**src/rtl/riscv_test_monitor_if.sv**
```systemverilog
// rtl/riscv_test_monitor_if.sv - register-file write-back snoop bus seen by the end-of-test monitor
interface riscv_test_monitor_if #(
  parameter int DATA_W = 32
);

  logic              wb_we;
  logic [4:0]        wb_addr;
  logic [DATA_W-1:0] wb_data;
  logic              retire;

  // Core side drives the write-back port and the retire pulse.
  modport master (
    output wb_we,
    output wb_addr,
    output wb_data,
    output retire
  );

  // Monitor side only observes.
  modport slave (
    input wb_we,
    input wb_addr,
    input wb_data,
    input retire
  );

endinterface

```
**src/rtl/riscv_test_monitor.sv**
```systemverilog
// rtl/riscv_test_monitor.sv - end-of-test monitor snooping x3/x26/x27 write-back; optional RISCV_TEST_MONITOR_RETIRE_EN adds retire counting
module riscv_test_monitor #(
  parameter int DATA_W         = 32,
  parameter int TIMEOUT_CYCLES = 100000,
  parameter int CNT_W          = 32
) (
  input  logic                  clk,
  input  logic                  rst,
  riscv_test_monitor_if.slave   wb,
  output logic                  done,
  output logic                  pass,
  output logic                  timeout,
  output logic [DATA_W-1:0]     fail_testnum,
  output logic [CNT_W-1:0]      cycle_cnt,
  output logic [CNT_W-1:0]      retire_cnt
);

  typedef enum logic [2:0] {
    S_IDLE,
    S_RUN,
    S_CHECK,
    S_PASS,
    S_FAIL,
    S_TIMEOUT
  } state_t;

  // Last cycle_cnt value seen in RUN before the watchdog fires.
  localparam logic [CNT_W-1:0] WD_LAST = CNT_W'(TIMEOUT_CYCLES - 1);
  localparam logic [CNT_W-1:0] CNT_MAX = {CNT_W{1'b1}};
  localparam logic [DATA_W-1:0] ONE    = DATA_W'(1);

  state_t state_q, state_d;

  logic [DATA_W-1:0] x3_q, x26_q, x27_q;
  logic [DATA_W-1:0] x3_nxt, x26_nxt, x27_nxt;
  logic              wr_x3, wr_x26, wr_x27;
  logic              end_req;
  logic              wd_hit;
  logic              cnt_en;

  logic              done_d, pass_d, timeout_d;
  logic [DATA_W-1:0] fail_testnum_d;

  // Write decode; x0 and every other index fall through untouched.
  assign wr_x3  = wb.wb_we && (wb.wb_addr == 5'd3);
  assign wr_x26 = wb.wb_we && (wb.wb_addr == 5'd26);
  assign wr_x27 = wb.wb_we && (wb.wb_addr == 5'd27);

  // Shadow values as they will be after this edge, so same-edge writes
  // are visible to the verdict logic.
  assign x3_nxt  = wr_x3  ? wb.wb_data : x3_q;
  assign x26_nxt = wr_x26 ? wb.wb_data : x26_q;
  assign x27_nxt = wr_x27 ? wb.wb_data : x27_q;

  // Only a write of exactly 1 to x26 ends the test.
  assign end_req = wr_x26 && (x26_nxt == ONE);

  assign wd_hit = (TIMEOUT_CYCLES != 0) && (cycle_cnt == WD_LAST);
  assign cnt_en = (state_q == S_RUN) || (state_q == S_CHECK);

  // Shadow registers track write-back in every state, terminal ones included.
  always_ff @(posedge clk or negedge rst) begin
    if (!rst) begin
      x3_q  <= '0;
      x26_q <= '0;
      x27_q <= '0;
    end else begin
      x3_q  <= x3_nxt;
      x26_q <= x26_nxt;
      x27_q <= x27_nxt;
    end
  end

  // FSM state register.
  always_ff @(posedge clk or negedge rst) begin
    if (!rst) begin
      state_q <= S_IDLE;
    end else begin
      state_q <= state_d;
    end
  end

  // Next state and next verdict; verdict fields only change on entry to a
  // terminal state and otherwise hold.
  always_comb begin
    state_d        = state_q;
    done_d         = done;
    pass_d         = pass;
    timeout_d      = timeout;
    fail_testnum_d = fail_testnum;
    case (state_q)
      S_IDLE: begin
        state_d = S_RUN;
      end
      S_RUN: begin
        if (end_req) begin
          state_d = S_CHECK;
        end else if (wd_hit) begin
          state_d        = S_TIMEOUT;
          done_d         = 1'b1;
          timeout_d      = 1'b1;
          fail_testnum_d = x3_nxt;
        end
      end
      S_CHECK: begin
        if (x27_nxt == ONE) begin
          state_d        = S_PASS;
          done_d         = 1'b1;
          pass_d         = 1'b1;
          fail_testnum_d = '0;
        end else begin
          state_d        = S_FAIL;
          done_d         = 1'b1;
          fail_testnum_d = x3_nxt;
        end
      end
      default: begin
        state_d = state_q;
      end
    endcase
  end

  // Registered verdict outputs.
  always_ff @(posedge clk or negedge rst) begin
    if (!rst) begin
      done         <= 1'b0;
      pass         <= 1'b0;
      timeout      <= 1'b0;
      fail_testnum <= '0;
    end else begin
      done         <= done_d;
      pass         <= pass_d;
      timeout      <= timeout_d;
      fail_testnum <= fail_testnum_d;
    end
  end

  // Cycle counter: runs in RUN and CHECK, saturates, frozen elsewhere.
  always_ff @(posedge clk or negedge rst) begin
    if (!rst) begin
      cycle_cnt <= '0;
    end else if (cnt_en && (cycle_cnt != CNT_MAX)) begin
      cycle_cnt <= cycle_cnt + CNT_W'(1);
    end
  end

`ifdef RISCV_TEST_MONITOR_RETIRE_EN
  // Retired-instruction counter: same gating and saturation as cycle_cnt.
  always_ff @(posedge clk or negedge rst) begin
    if (!rst) begin
      retire_cnt <= '0;
    end else if (cnt_en && wb.retire && (retire_cnt != CNT_MAX)) begin
      retire_cnt <= retire_cnt + CNT_W'(1);
    end
  end
`else
  assign retire_cnt = '0;
`endif

endmodule

```
**src/flat_wrapper.sv**
```systemverilog
// flat-port wrapper written by rule: the top's interface ports become plain ports
module riscv_test_monitor_flat 
#(
  parameter int DATA_W         = 32,
  parameter int TIMEOUT_CYCLES = 100000,
  parameter int CNT_W          = 32
)
  (clk, rst, done, pass, timeout, fail_testnum, cycle_cnt, retire_cnt, wb_wb_we, wb_wb_addr, wb_wb_data, wb_retire);
  riscv_test_monitor_if #(.DATA_W(DATA_W)) wb_i ();
  input  logic clk;
  input  logic rst;
  output logic done;
  output logic pass;
  output logic timeout;
  output logic [DATA_W-1:0] fail_testnum;
  output logic [CNT_W-1:0] cycle_cnt;
  output logic [CNT_W-1:0] retire_cnt;
  input wire logic [$bits(wb_i.wb_we)-1:0] wb_wb_we;
  input wire logic [$bits(wb_i.wb_addr)-1:0] wb_wb_addr;
  input wire logic [$bits(wb_i.wb_data)-1:0] wb_wb_data;
  input wire logic [$bits(wb_i.retire)-1:0] wb_retire;
  assign wb_i.wb_we = wb_wb_we;
  assign wb_i.wb_addr = wb_wb_addr;
  assign wb_i.wb_data = wb_wb_data;
  assign wb_i.retire = wb_retire;
  riscv_test_monitor #(.DATA_W(DATA_W), .TIMEOUT_CYCLES(TIMEOUT_CYCLES), .CNT_W(CNT_W)) u_core (.clk(clk), .rst(rst), .wb(wb_i), .done(done), .pass(pass), .timeout(timeout), .fail_testnum(fail_testnum), .cycle_cnt(cycle_cnt), .retire_cnt(retire_cnt));
endmodule
```
**config.mk**
```make
export PLATFORM = sky130hd
export DESIGN_NAME = riscv_test_monitor_flat
export DESIGN_NICKNAME = d
export VERILOG_FILES = /design/src/rtl/riscv_test_monitor_if.sv /design/src/rtl/riscv_test_monitor.sv /design/src/flat_wrapper.sv
export SDC_FILE = /design/constraint.sdc
export NUM_CORES = 1
export LEC_CHECK = 0
export ABC_AREA = 1
export CORE_MARGIN = 4
export CORE_UTILIZATION = 55
export CTS_CLUSTER_SIZE = 40
export DETAILED_ROUTE_END_ITERATION = 12
export MAX_ROUTING_LAYER = met4
export PLACE_DENSITY_LB_ADDON = 0.2
export SYNTH_ARGS = -nofsm -noshare
export SYNTH_HDL_FRONTEND = slang
export SYNTH_SLANG_ARGS = --single-unit
```
**constraint.sdc**
```tcl
create_clock -name clk -period 3.5 [get_ports clk]
set_clock_uncertainty 0.05 [all_clocks]
set_input_delay 0.35 -clock clk [delete_from_list [all_inputs] [get_ports clk]]
set_output_delay 0.35 -clock clk [all_outputs]
set_load 0.01 [all_outputs]
```
# --- Yosys cells after proc, flatten, opt, wreduce, memory -nomap -nowiden ---
# Index checks and enable logic that the tools add are counted.
totals:
  reg_bits: 166
  input_bits: 41
  wordCells: 50
classes:
  n_addsub: 1
  n_eq_ne: 12
  muxes: 14
  bitwise: 1
  n_reduce_logical: 13
ops:
  columns: ["op", "count"]
  rows:
  - ["32-bit two-way mux", 6]
  - ["32-bit by 1-bit == test with 1-bit output, second input constant", 2]
  - ["32-bit one-hot mux with 2 select lines", 1]
  - ["32-bit by 1-bit adder with 32-bit output, second input constant", 1]
  - ["32-bit by 17-bit == test with 1-bit output, second input constant", 1]
  - ["32-bit inequality test, second input constant", 1]
  - ["5-bit == test, second input constant", 2]
  - ["3-bit two-way mux", 3]
  - ["3-bit one-hot mux with 3 select lines", 1]
  - ["3-bit AND reduction", 2]
  - ["5-bit by 2-bit == test with 1-bit output, second input constant", 1]
  - ["1-bit logical AND", 5]
  - ["2-bit AND reduction", 2]
  - ["3-bit by 1-bit == test with 1-bit output, second input constant", 1]
  - ["3-bit by 2-bit == test with 1-bit output, second input constant", 1]
  - ["3-bit logical NOT", 1]
  - ["3-bit by 1-bit inequality test with 1-bit output, second input constant", 1]
  - ["3-bit nonzero test", 1]
  - ["1-bit two-way mux", 2]
  - ["2-bit by 1-bit inequality test with 1-bit output, second input constant", 1]
  - ["2-bit inequality test, second input constant", 1]
  - ["1-bit one-hot mux with 2 select lines", 1]
  - ["2-bit nonzero test", 1]
  - ["1-bit logical OR", 1]
  - ["1-bit NOT", 1]

# --- Logic depth before layout (Yosys ltp) ---
# Gate-level depths: netlist (run 1).
logic_depth:
  word_depth: 7
  ltp_mapped: 17

# --- Worst setup path after synthesis (run 1) ---
# Ideal clock, no wire load.
synth_timing:
  path_kind: "input -> register"
  from: "in wb_wb_addr[3]"
  to: "reg u_core.fail_testnum[21]"
  setup_time_ns: 0.117
  arrival_ns: 1.796
  setup_slack_ns: 1.537
  stages: 15
  cell_sequence: "inv_2 nor2_2 buf_4 nand2_2 buf_6 buf_6 o21ai_2 nand2_1 nor2_1 nand2_1 nor2_2 nand3_2 buf_6 nand3_2 nand2_1"
synth_between:
  elab_chain_cells: 7
  elab_cells_between_ends: 18
  cone_classes: "eq/ne (6); mux (7); reduce/logical (5)"
synth_rtl:
  columns: ["element", "line", "rtl"]
  rows:
  - ["start: declaration", "flat_wrapper.sv:19", "input wire logic [$bits(wb_i.wb_addr)-1:0] wb_wb_addr;"]
  - ["5-bit == test", "riscv_test_monitor.sv:46", "assign wr_x26 = wb.wb_we && (wb.wb_addr == 5'd26);"]
  - ["1-bit logical AND", "riscv_test_monitor.sv:46", null]
  - ["32-bit two-way mux", "riscv_test_monitor.sv:52", "assign x26_nxt = wr_x26 ? wb.wb_data : x26_q;"]
  - ["32-bit by 1-bit == test with 1-bit output", "riscv_test_monitor.sv:56", "assign end_req = wr_x26 && (x26_nxt == ONE);"]
  - ["1-bit logical AND", "riscv_test_monitor.sv:56", null]
  - ["2-bit inequality test (no source line)", null, null]
  - ["3-bit AND reduction (no source line)", null, null]
  - ["end signal: assignment", "riscv_test_monitor.sv:134", "fail_testnum <= fail_testnum_d;"]
  - ["end: declaration", "riscv_test_monitor.sv:13", "output logic [DATA_W-1:0] fail_testnum,"]
# Several ways; a longest one is shown, not always the timed one. The select of a mux whose other input is x is not followed.
# A chain may end at the register's enable or synchronous reset.

# --- Final worst setup path (run 1) ---
layout_timing:
  from: "in wb_wb_we"
  to: "reg u_core.fail_testnum[31]"
layout_between:
  elab_chain_cells: 6
  elab_cells_between_ends: 15
  cone_classes: "eq/ne (3); mux (7); reduce/logical (5)"
layout_rtl:
  columns: ["element", "line", "rtl"]
  rows:
  - ["start: declaration", "flat_wrapper.sv:18", "input wire logic [$bits(wb_i.wb_we)-1:0] wb_wb_we;"]
  - ["1-bit logical AND", "riscv_test_monitor.sv:46", null]
  - ["32-bit two-way mux", "riscv_test_monitor.sv:52", null]
  - ["32-bit by 1-bit == test with 1-bit output", "riscv_test_monitor.sv:56", null]
  - ["1-bit logical AND", "riscv_test_monitor.sv:56", null]
  - ["2-bit inequality test (no source line)", null, null]
  - ["3-bit AND reduction (no source line)", null, null]
# Several ways; a longest one is shown, not always the timed one. The select of a mux whose other input is x is not followed.

==> results of run 1 <==
## cell families after synthesis
kind of cell / Yosys count / share of synthesized area, %
AOI/OAI and AO/OA: 55 / 3.51
other: 1 / 0.0436
buffers and inverters: 315 / 16.4
DFF: 166 / 48.3
adders and majority gates: 1 / 0.145
xor gates and xnor gates: 31 / 3.16
and+or+nand+nor: 558 / 28.4
## power groups by stage
| stage | registers (W) | logic (W) | clock network (W) |
|---|---|---|---|
| 2_1_floorplan | 0.00220 | 0.000433 | 0 |
| 3_3_place_gp | 0.00220 | 0.000574 | 0 |
| 3_5_place_dp | 0.00221 | 0.000589 | 0 |
| 4_1_cts | 0.00218 | 0.000600 | 0.00207 |
| 5_1_grt | 0.00219 | 0.000706 | 0.00216 |
| 6_report | 0.00218 | 0.000597 | 0.00204 |
## routing by layer
layer	vias to the layer above	share of wire (%)	routed length [microns]	GRT usage [%]
met4	0	1.4	269	6.52
met1	3189	45	8840	31.6
met2	192	47	9240	36.9
li1	3492	-	-	-
met5	-	0	0	-
met3	23	5.8	1140	5.48
## critical path, stage by stage
cell and delay (ns):
clkdlybuf4s50_1 0.54, nand2_4 0.12, nor2_8 0.29, nand2_2 0.11
buf_12 0.20, o21ai_1 0.30, nand2_1 0.10, nor2_1 0.09
nand2_1 0.05, nor2_1 0.14, nand3_2 0.07, buf_4 0.27
nand3_1 0.15, nand2_1 0.07
## layout by cell type (no fill, tap or decap), drive strengths merged
cell           count
a21oi              1
a31o               1
and3               1
buf               11
bufinv             5
clkbuf            20
clkdlybuf4s50    105
clkinv             5
clkinvlp           2
conb              32
dfrtp            166
dlygate4sd3        1
ha                 1
inv              248
nand2            315
nand3             90
nand3b             9
nand4             11
nor2             108
nor3              17
nor3b              1
nor4               5
o21ai             53
or2                1
xnor2              5
xor2              26
## flip-flops by register name, indices dropped and copies added, names as in the netlist
signal	cells
u_core.timeout	1
u_core.done	1
u_core.pass	1
u_core.state_q	3
u_core.fail_testnum	32
u_core.cycle_cnt	32
u_core.x27_q	32
u_core.x26_q	32
u_core.x3_q	32
## metrics by stage
stage	power, W	instance area, sq um
detailed placement	0.00280	9670
global route	0.00506	10300
CTS	0.00485	10300
floorplan	0.00263	8720
finish	0.00482	10300
global placement	0.00278	9670
## worst paths after layout
path | end | cells after the start
worst max register to register | u_core.fail_testnum[31]$_DFFE_PN0P_ | 10
worst min-delay path | u_core.x27_q[0]$_DFF_PN0_ | 2
max in group asynchronous | u_core.fail_testnum[21]$_DFFE_PN0P_ | 3
min in group asynchronous | u_core.x26_q[0]$_DFF_PN0_ | 2
worst min register to register | u_core.x27_q[0]$_DFF_PN0_ | 2
worst max-delay path | u_core.fail_testnum[31]$_DFFE_PN0P_ | 14
## area by class of cell
type,count,area [sq um]
Inverter,248,931
Tap cell,211,264
Timing Repair Buffer,117,1170
Fill cell,1291,4930
Sequential cell,166,4150
Clock inverter,12,201
Multi-Input combinational cell,677,3160
Clock buffer,20,447
==> impl_metrics.env, run 1 <==
export IMPL_status="finished, final reports clean"
export IMPL_grt_pass1_wl_microns=32900
export IMPL_die_h_microns=133
export IMPL_crit_required_ns=3.76
export IMPL_clkTransAtPathRegs_ns=0.06
export IMPL_nets=1269
export IMPL_final_cells=1451
export IMPL_dr_pass1_iters=5
export IMPL_maxCapViolCount=0
export IMPL_internal_power_w=0.00362
export IMPL_ctsResizeCount=0
export IMPL_first_iter_violations=503
export IMPL_yosys_warnings=0
export IMPL_endpoint_kind="register"
export IMPL_pwr_share_clk_pct=42.4
export IMPL_ios=140
export IMPL_period_needed_ns=2.62
export IMPL_grt_max_degree=89
export IMPL_cts_inserted_buffers=17
export IMPL_clkSinkCount=166
export IMPL_crit_type="in -> reg"
export IMPL_port_buffers=106
export IMPL_die_area_sq_um=17700
export IMPL_comb_power_share_pct=12.4
export IMPL_dp_hpwl_microns=13700
export IMPL_seqPwrFrac_pct=45.2
export IMPL_drive_gt1_share_pct=6.37
export IMPL_power_leakage_nw=5.29
export IMPL_r2r_slack_ns=0.91
export IMPL_cts_tree="yes"
export IMPL_slew_viol_final=0
export IMPL_reg2reg_from="u_core.cycle_cnt[1]$_DFFE_PN0P_"
export IMPL_vias=6896
export IMPL_final_core_util_pct=67.7
export IMPL_dpl_worst_slack_ns=0.445
export IMPL_critPathLaunch="wb_wb_we"
export IMPL_ir_worst_vdd_mv=0.345
export IMPL_die_w_microns=133
export IMPL_hold_path_class="reg -> reg"
export IMPL_syn_cell_area_sq_um=8600
export IMPL_post_cts_buffers=0
export IMPL_syn_inst=1127
export IMPL_yosys_top_cells_area="dfrtp_1 48%, nand2_1 14%, inv_1 11%, nand3_1 4.5%, nor2_1 4.5%"
export IMPL_fin_ws_ns=0.881
export IMPL_yosysSeqAreaShare_pct=48.3
export IMPL_grt_usage_pct=23.8
export IMPL_initial_core_util_pct=56.4
export IMPL_post_drt_wl_per_cell_microns=13.4
export IMPL_synth_edf_count=0
export IMPL_avgSynthCellArea_sq_um=7.63
export IMPL_cts_buffer_depth=2
export IMPL_rows=45
export IMPL_synth_top_area_share_pct=48.3
export IMPL_yosysMostFrequentCell="nand2_1"
export IMPL_cp_max_fo=47
export IMPL_hp_start="u_core.x27_q[0]$_DFF_PN0_"
export IMPL_finalSetupViolations=0
export IMPL_area_delta_synth_final_pct=20.1
export IMPL_synth_flop_cell="dfrtp_1"
export IMPL_htree_levels=4
export IMPL_drtAntennaViolNets=0
export IMPL_gp_congestion=0.857
export IMPL_grt_pass1_vias=6638
export IMPL_wirelength_microns=19500
export IMPL_fin_hold_ws_ns=0.419
export IMPL_netSwitchingFraction_pct=24.9
export IMPL_cts_root_buf="clkbuf_16"
export IMPL_hold_viol=0
export IMPL_slew_headroom_pct=46.1
export IMPL_clk_latency_ns=0.43
export IMPL_via_per_inst=4.75
export IMPL_finalSetupTns_ns=0
export IMPL_synth_seq_cells=166
export IMPL_synth_common_cells="311 x nand2_1, 244 x inv_1, 166 x dfrtp_1"
export IMPL_rsz0062_at_grt="no"
export IMPL_startpoint_type="input pin"
export IMPL_antenna_found_initial=0
export IMPL_antenna_cells=0
export IMPL_yosys_area_top_type="dfrtp_1"
export IMPL_timing_final_crit_share_pct=74.8
export IMPL_yosysUniqueCellTypes=32
export IMPL_gr_total_overflow=0
export IMPL_power_density_nw_per_um2=466
export IMPL_p_sw_w=0.00120
export IMPL_coreArea_sq_um=15300
export IMPL_cts_hold_buf=1
export IMPL_async_flop_share_pct=100
export IMPL_cp_arrival_ns=2.88
export IMPL_drc=0
export IMPL_worstMarginPinSlew_ns=0.809
export IMPL_place_inst=1418
export IMPL_max_freq_mhz=382
(Power assumes the default switching activity.)
==> run 2, diff against run 1 <==
Settings changed: CORE_UTILIZATION 55 to 49.
Clock period 3.5 ns to 2.4 ns, I/O delays scaled along.
==> run 2 against run 1 <==
- clock power grew 31%
- worst setup slack lost 0.67 ns
- wire length grew 3.6%
- power grew 43%
- flip-flop and latch count is the same
- clock-buffer cell count grew 1
==> impl_metrics.env, run 2 (synthesis gave the netlist of run 1 again) <==
export IMPL_status="finished, final reports clean"
export IMPL_finalSetupViolations=0
export IMPL_first_iter_violations=463
export IMPL_cts_inserted_buffers=17
export IMPL_finalSetupTns_ns=0
export IMPL_clkSinkCount=166
export IMPL_gp_congestion=0.896
export IMPL_dp_hpwl_microns=14400
export IMPL_cts_buffer_depth=2
export IMPL_seqPwrFrac_pct=46.3
export IMPL_power_density_nw_per_um2=634
export IMPL_fill_cells=1516
export IMPL_max_freq_mhz=456
export IMPL_clkTransAtPathRegs_ns=0.06
export IMPL_nets=1326
export IMPL_antenna_cells=0
export IMPL_timing_final_crit_share_pct=91.4
export IMPL_multi_input_area_sq_um=3160
export IMPL_period_needed_ns=2.19
export IMPL_hold_path_class="in -> async"
export IMPL_coreArea_sq_um=17200
export IMPL_netSwitchingFraction_pct=25.6
export IMPL_initial_core_util_pct=49.9
export IMPL_via_per_inst=4.57
export IMPL_cp_max_fo=4
export IMPL_clk_latency_ns=0.42
export IMPL_vias=6951
export IMPL_die_area_sq_um=19700
export IMPL_seqCellArea_sq_um=4150
export IMPL_htree_levels=4
export IMPL_power_leakage_nw=5.58
export IMPL_mostFrequentLayoutCell="nand2_1"
export IMPL_grt_max_degree=66
export IMPL_maxCapViolCount=0
export IMPL_final_core_util_pct=62.8
export IMPL_slew_viol_final=0
export IMPL_grt_pass1_vias=6838
export IMPL_rsz0062_at_grt="no"
export IMPL_grt_pass1_wl_microns=33700
export IMPL_drive_gt1_share_pct=10.4
export IMPL_rows=48
export IMPL_cts_root_buf="clkbuf_16"
export IMPL_grt_usage_pct=21.7
export IMPL_ir_worst_vdd_mv=0.530
export IMPL_pwr_share_clk_pct=39.1
export IMPL_p_sw_w=0.00176
export IMPL_port_buffers=106
export IMPL_endpoint_kind="register"
export IMPL_cts_tree="yes"
export IMPL_startpoint_type="register"
export IMPL_antenna_found_initial=0
export IMPL_post_drt_wl_per_cell_microns=13.3
export IMPL_die_h_microns=140
export IMPL_crit_type="reg -> reg"
export IMPL_final_cell_mix="310 x nand2_1, 244 x inv_1, 166 x dfrtp_1, 105 x clkdlybuf4s50_1, 102 x nor2_1"
export IMPL_dr_pass1_iters=6
export IMPL_die_w_microns=140
export IMPL_ctsResizeCount=0
export IMPL_hold_viol=0
export IMPL_comb_power_share_pct=14.6
export IMPL_crit_required_ns=2.69
export IMPL_drtAntennaViolNets=0
export IMPL_wirelength_microns=20200
export IMPL_internal_power_w=0.00511
export IMPL_ios=140
export IMPL_cp_arrival_ns=2.49
export IMPL_gr_total_overflow=0
export IMPL_drc=0
export IMPL_area_delta_synth_final_pct=25.9
==> run 2: metrics by stage <==
step	instance area [sq um]	instances	power (W)	worst slack (ns)	hold slack (ns)
after floorplan	8720	1158	0.00384	0.514	-0.106
after CTS	10800	1520	0.00693	0.176	0.301
after global routing	10800	1520	0.00721	0.0292	0.337
final	10800	1520	0.00686	0.207	0.280
after global placement	10200	1489	0.00419	-0.140	0.171
after detailed placement	10200	1489	0.00422	-0.164	0.177
==> run 2: routing by layer <==
metal  track usage, %  part of all wire [%]  vias up
li1                 -                     -     3597
met1             29.3                    48     3218
met2             33.0                    46      112
met3             4.75                   4.2       24
met4             6.94                   1.6        0
met5                -                     0        -
==> run 2: repair_timing <==
item                                   CTS  global route
buffers inserted                         0             0
endpoints found under the hold margin   48             0
hold buffers                             1             0
==> run 2: worst paths after layout <==
path | from | end | slack, ns | depth (start not counted)
worst max-delay path | u_core.cycle_cnt[1]$_DFFE_PN0P_ | u_core.cycle_cnt[30]$_DFFE_PN0P_ | 0.21 | 8
worst min-delay path | rst | u_core.x26_q[14]$_DFF_PN0_ | 0.28 | 2
worst max register to register | u_core.cycle_cnt[1]$_DFFE_PN0P_ | u_core.cycle_cnt[30]$_DFFE_PN0P_ | 0.21 | 8
worst min register to register | u_core.done$_DFFE_PN0P_ | u_core.done$_DFFE_PN0P_ | 0.41 | 2
max in group asynchronous | rst | u_core.fail_testnum[22]$_DFFE_PN0P_ | 1.29 | 3
min in group clk | u_core.done$_DFFE_PN0P_ | u_core.done$_DFFE_PN0P_ | 0.41 | 2
==> run 2: worst max-delay path: stages, from the launching register on <==
cell and delay (ns):
dfrtp_1 0.39, ha_1 0.18, nand3_1 0.24, nor3_1 0.23, nand3_1 0.15, nor4_1 0.37
nand3_1 0.19, nor2_1 0.15, xor2_1 0.16
==> run 2: cell type report <==
cell class | instances | share of cell area, %
sequential | 166 | 38.4
multi-input combinational | 677 | 29.2
tap | 225 | 2.60
clock inverter | 9 | 0.948
inverter | 248 | 8.60
timing repair buffer | 174 | 15.9
clock buffer | 21 | 4.35
==> run 2: power by group through the flow <==
stage / Sequential [W] / Combinational (W) / Clock [W]
2_1_floorplan: 0.00321 / 0.000632 / 0
3_3_place_gp: 0.00321 / 0.000975 / 0
3_5_place_dp: 0.00323 / 0.000996 / 0
4_1_cts: 0.00318 / 0.00101 / 0.00274
5_1_grt: 0.00320 / 0.00117 / 0.00285
6_report: 0.00318 / 0.00100 / 0.00268
